--- config.mk ---
export PLATFORM = sky130hd
export DESIGN_NAME = demux_stream_1_to_n
export DESIGN_NICKNAME = d
export VERILOG_FILES = /design/src/rtl/demux_stream_1_to_n.sv
export SDC_FILE = /design/constraint.sdc
export NUM_CORES = 1
export LEC_CHECK = 0
export ABC_AREA = 1
export BUFFER_PORTS_ARGS = -buffer_cell sky130_fd_sc_hd__buf_2
export CORE_ASPECT_RATIO = 0.6
export CORE_MARGIN = 5
export CORE_UTILIZATION = 45
export CTS_CLUSTER_DIAMETER = 200
export CTS_CLUSTER_SIZE = 25
export DETAILED_ROUTE_END_ITERATION = 7
export HOLD_SLACK_MARGIN = 0.06
export MAX_ROUTING_LAYER = met4
export PLACE_DENSITY_LB_ADDON = 0.2
export RECOVER_POWER = 50
export SYNTH_ARGS = -nofsm -noshare
export SYNTH_HDL_FRONTEND = slang
export SYNTH_SLANG_ARGS = --single-unit
--- constraint.sdc ---
create_clock -name clk -period 1.4 [get_ports clk]
set_clock_uncertainty 0.1 [all_clocks]
set_input_delay 0.28 -clock clk [delete_from_list [all_inputs] [get_ports clk]]
set_output_delay 0.28 -clock clk [all_outputs]
set_load 0.02 [all_outputs]
--- src/rtl/demux_stream_1_to_n.sv ---
// demux_stream_1_to_n: 1-to-CHANNELS streaming demultiplexer.
// Each output channel owns a one-entry register with its own valid/ready
// handshake, so a stalled channel never blocks traffic to the others.
// Routing target is either the external sel (mode=0) or an internal
// round-robin pointer (mode=1).
// Optional feature macro: DEMUX_STREAM_ERR_EN -- adds a sticky sel_err
// output; an out-of-range sel in addressed mode is then accepted and
// dropped instead of stalling the input.
module demux_stream_1_to_n #(
  parameter int WIDTH    = 8,
  parameter int CHANNELS = 4,
  localparam int SEL_W   = $clog2(CHANNELS)
) (
  input  logic                      clk,
  input  logic                      rst,
  input  logic                      mode,
  input  logic [SEL_W-1:0]          sel,
  input  logic [WIDTH-1:0]          in_data,
  input  logic                      in_valid,
  output logic                      in_ready,
  output logic [CHANNELS*WIDTH-1:0] out_data,
  output logic [CHANNELS-1:0]       out_valid,
  input  logic [CHANNELS-1:0]       out_ready,
  output logic [SEL_W-1:0]          rr_ptr
`ifdef DEMUX_STREAM_ERR_EN
  ,
  output logic                      sel_err
`endif
);

  // Number of codes the select/pointer field can express; may exceed CHANNELS.
  localparam int PTR_N = 1 << SEL_W;
  localparam logic [SEL_W-1:0] LAST_CH = SEL_W'(CHANNELS - 1);

  logic [CHANNELS-1:0][WIDTH-1:0] out_data_r;
  logic [CHANNELS-1:0]            out_valid_r;
  logic [CHANNELS-1:0]            load_s;
  logic [CHANNELS-1:0]            drain_s;
  logic [SEL_W-1:0]               rr_ptr_r;
  logic [SEL_W-1:0]               target_s;
  logic [PTR_N-1:0]               in_range_s;
  logic [PTR_N-1:0]               valid_pad_s;
  logic [PTR_N-1:0]               ready_pad_s;
  logic                           target_ok_s;
  logic                           slot_free_s;
  logic                           in_ready_s;
  logic                           accept_s;
`ifdef DEMUX_STREAM_ERR_EN
  logic                           drop_s;
  logic                           sel_err_r;
`endif

  // Constant mask of select codes that map onto a real channel.
  always_comb begin
    in_range_s = {PTR_N{1'b0}};
    for (int i = 0; i < PTR_N; i++) begin
      if (i < CHANNELS) begin
        in_range_s[i] = 1'b1;
      end else begin
        in_range_s[i] = 1'b0;
      end
    end
  end

  // Target selection and input handshake; status vectors are zero-padded so
  // an out-of-range target indexes a defined bit.
  always_comb begin
    target_s    = mode ? rr_ptr_r : sel;
    valid_pad_s = PTR_N'(out_valid_r);
    ready_pad_s = PTR_N'(out_ready);
    target_ok_s = in_range_s[target_s];
    slot_free_s = !valid_pad_s[target_s] || ready_pad_s[target_s];
`ifdef DEMUX_STREAM_ERR_EN
    drop_s      = !mode && !target_ok_s;
    in_ready_s  = (target_ok_s && slot_free_s) || drop_s;
`else
    in_ready_s  = target_ok_s && slot_free_s;
`endif
    accept_s    = in_valid && in_ready_s;
  end

  // Per-channel load and drain strobes.
  always_comb begin
    load_s  = {CHANNELS{1'b0}};
    drain_s = {CHANNELS{1'b0}};
    for (int k = 0; k < CHANNELS; k++) begin
      load_s[k]  = accept_s && target_ok_s && (target_s == SEL_W'(k));
      drain_s[k] = out_valid_r[k] && out_ready[k];
    end
  end

  // Channel output registers: a load wins over a drain, so a full channel
  // sustains one transfer per cycle; a drained channel keeps its last data.
  always_ff @(posedge clk or posedge rst) begin
    if (rst) begin
      out_data_r  <= {(CHANNELS*WIDTH){1'b0}};
      out_valid_r <= {CHANNELS{1'b0}};
    end else begin
      for (int k = 0; k < CHANNELS; k++) begin
        if (load_s[k]) begin
          out_data_r[k]  <= in_data;
          out_valid_r[k] <= 1'b1;
        end else if (drain_s[k]) begin
          out_valid_r[k] <= 1'b0;
        end
      end
    end
  end

  // Round-robin pointer: steps only on a round-robin accept and wraps at the
  // last real channel, so it never holds an out-of-range code.
  always_ff @(posedge clk or posedge rst) begin
    if (rst) begin
      rr_ptr_r <= {SEL_W{1'b0}};
    end else if (accept_s && mode) begin
      if (rr_ptr_r == LAST_CH) begin
        rr_ptr_r <= {SEL_W{1'b0}};
      end else begin
        rr_ptr_r <= rr_ptr_r + SEL_W'(1);
      end
    end
  end

`ifdef DEMUX_STREAM_ERR_EN
  // Sticky flag recording that an addressed beat was dropped; cleared only by reset.
  always_ff @(posedge clk or posedge rst) begin
    if (rst) begin
      sel_err_r <= 1'b0;
    end else if (accept_s && drop_s) begin
      sel_err_r <= 1'b1;
    end
  end

  assign sel_err = sel_err_r;
`endif

  assign in_ready  = in_ready_s;
  assign out_data  = out_data_r;
  assign out_valid = out_valid_r;
  assign rr_ptr    = rr_ptr_r;

endmodule

==> flow_summary.json <==
{
  "ir_worst_vdd_v": 0.00120,
  "grt_pass1_wl_um": 8820,
  "ys_warn_count": 0,
  "antennaDiodeCount": 0,
  "critPathLaunchType": "flip-flop",
  "drc_errors": 0,
  "cts_root_buf": "clkbuf_8",
  "wl_um": 5510,
  "p_leak_nw": 1.45,
  "numPortBuffers": 56,
  "hold_violations": 0,
  "first_iter_violations": 122,
  "worstMarginPinSlew_ns": 0.393,
  "rrSetupSlack_ns": -0.32,
  "reg2regPathDepth": 10,
  "grt_max_degree": 19,
  "violations": "setup timing",
  "synthCells": 202,
  "area_growth_pct": 50.5,
  "coreArea_sq_mm": 0.00372,
  "drv_cap": 0,
  "initial_core_util_pct": 47.3,
  "tritoncts": "done",
  "drtPass1Iterations": 4,
  "endpoint": "in_ready",
  "cts_buffer_depth": 2,
  "fp-row-count": 17,
  "fmax_mhz": 569,
  "num_vias": 1789,
  "fin_setup_tns_ns": -10.68,
  "yosysSeqAreaShare_pct": 54.0,
  "cp-end-kind": "output port",
  "place_area_sq_mm": 0.00226,
  "drv_slew": 0,
  "period_needed_ns": 1.76,
  "grt_pass1_vias": 1709,
  "cp.required_ns": 1.02,
  "io_pins": 57,
  "slew_headroom_pct": 73.8,
  "drtAntennaViolNets": 0,
  "die_height_um": 58.5,
  "pre_cts_ws_ns": -0.247,
  "crit_type": "reg -> out",
  "fill_cells": 275,
  "nets": 313,
  "r2r-start": "rr_ptr[0]",
  "viasPerCell": 5.23,
  "finalInstanceArea_sq_mm": 0.00265,
  "outcome": "finished with violations",
  "track_usage_pct": 21.7,
  "synth.distinct_cells": 15,
  "finalCritPeriodShare_pct": 126,
  "hp-start": "out_ready[0]",
  "fin_ws_ns": -0.359,
  "cts_max_level": 2,
  "cts_sinks": 38,
  "dpl.hpwl_um": 3530,
  "cts.clk_slew.worst_paths_ns": 0.07,
  "gp_congestion": 0.867,
  "layout-drive-gt1-share_pct": 45.4,
  "die_area_sq_mm": 0.00530,
  "cts_made_buffers": 5,
  "finalSetupViolCount": 39,
  "power.density_mw_per_mm2": 2190,
  "clk_latency_ns": 0.29,
  "synth-seq-cells": 38,
  "wire_per_inst_um": 16.1,
  "overflow": 0,
  "fp.dieW_um": 90.7,
  "worstPathArrival_ns": 1.38,
  "rsz0062_at_grt": "true",
  "worstReg2RegEnd": "out_data[15]",
  "crit_fanout": 6,
  "antenna_found_initial": 0,
  "hp-class": "in -> reg",
  "power.total_mw": 5.79,
  "startpoint": "rr_ptr[0]",
  "syn_nets": 221,
  "synth_area_sq_mm": 0.00176,
  "synth_area_per_cell_sq_um": 8.72
}
## through the flow
step | utilization (%) | cells | hold slack (ns)
CTS | 69.4 | 341 | 0.0655
global placement | 60.6 | 320 | 0.151
floorplan | - | 202 | 0.261
global route | 71.2 | 342 | 0.0648
detailed placement | 60.6 | 320 | 0.158
finish | 71.2 | 342 | 0.0641
## metal layers
layer	share of wire [%]	GRT usage [%]	vias up
met5	0	-	-
met4	2.5	6.79	0
met3	8.1	4.98	17
met2	45	31.7	83
met1	45	30.0	809
li1	-	-	880
## placed cells by master, fill, tap and decap left out, drive strengths merged
master	n
nand4	33
buf	84
nand3	14
bufbuf	2
ha	1
nor2	6
o21ai	4
nand2	92
inv	10
clkbuf	9
dlygate4sd3	1
dfrtp	38
clkinv	1
## Yosys cell counts (all sizes together)
cell	n	share of area [%]
buf	5	1.8
clkbuf	3	0.64
dfrtp	38	54
ha	1	0.71
inv	10	2.1
nand2	92	20
nand3	10	5.7
nand4	33	12
nor2	6	1.8
o21ai	4	1.1
## what timing repair did
item	4_1_cts	5_1_grt
gates cloned	6	1
resized for setup	18	17
setup endpoints to repair	39	40
pin swaps	6	3
buffers inserted	6	0
endpoints found under the hold margin	6	0
hold buffers	1	0
## worst max-delay path, stage by stage (launching register included)
cell	delay (ns)
dfrtp_2	0.44
nand2_2	0.09
nand2_4	0.07
nand3_2	0.08
nand2_2	0.05
nor2_2	0.13
nand2_2	0.08
buf_6	0.13
## logic make-up (layout without fill, tap and decap cells)
logic type	after synthesis	in the layout	share of synthesized area, %
AND/OR/NAND/NOR	141	145	39.6
flip-flops	38	38	54.0
buffers and inverters	18	107	4.55
AO/OA/AOI/OAI	4	4	1.14
adder cells (fa/ha/maj)	1	1	0.711
## flip-flops by register name, indices dropped and copies added, names as in the netlist
signal     count
out_valid      4
rr_ptr         2
out_data      32
## area by class of cell
class / count / area [sq um] / area share (%)
Timing Repair Buffer: 89 / 629 / 23.8
Clock inverter: 1 / 5.00 / 0.189
Sequential cell: 38 / 953 / 36.0
Clock buffer: 7 / 86.3 / 3.26
Tap cell: 47 / 58.8 / 2.22
Inverter: 10 / 37.5 / 1.42
Multi-Input combinational cell: 150 / 878 / 33.2
## worst min path at each step
| stage | end | cells past startpoint |
|---|---|---|
| 3_3_place_gp | out_data[18] | 2 |
| 2_1_floorplan | out_valid[0] | 1 |
| 5_1_grt | out_valid[2] | 2 |
| 6_report | out_valid[0] | 2 |
| 4_1_cts | out_valid[0] | 2 |
| 3_5_place_dp | out_data[22] | 2 |
## power breakdown
group	internal [mW]	switching [mW]
Sequential	1.62	0.335
Clock	0.397	0.386
Combinational	1.24	1.82
Power figures use the tool's default switching activity.
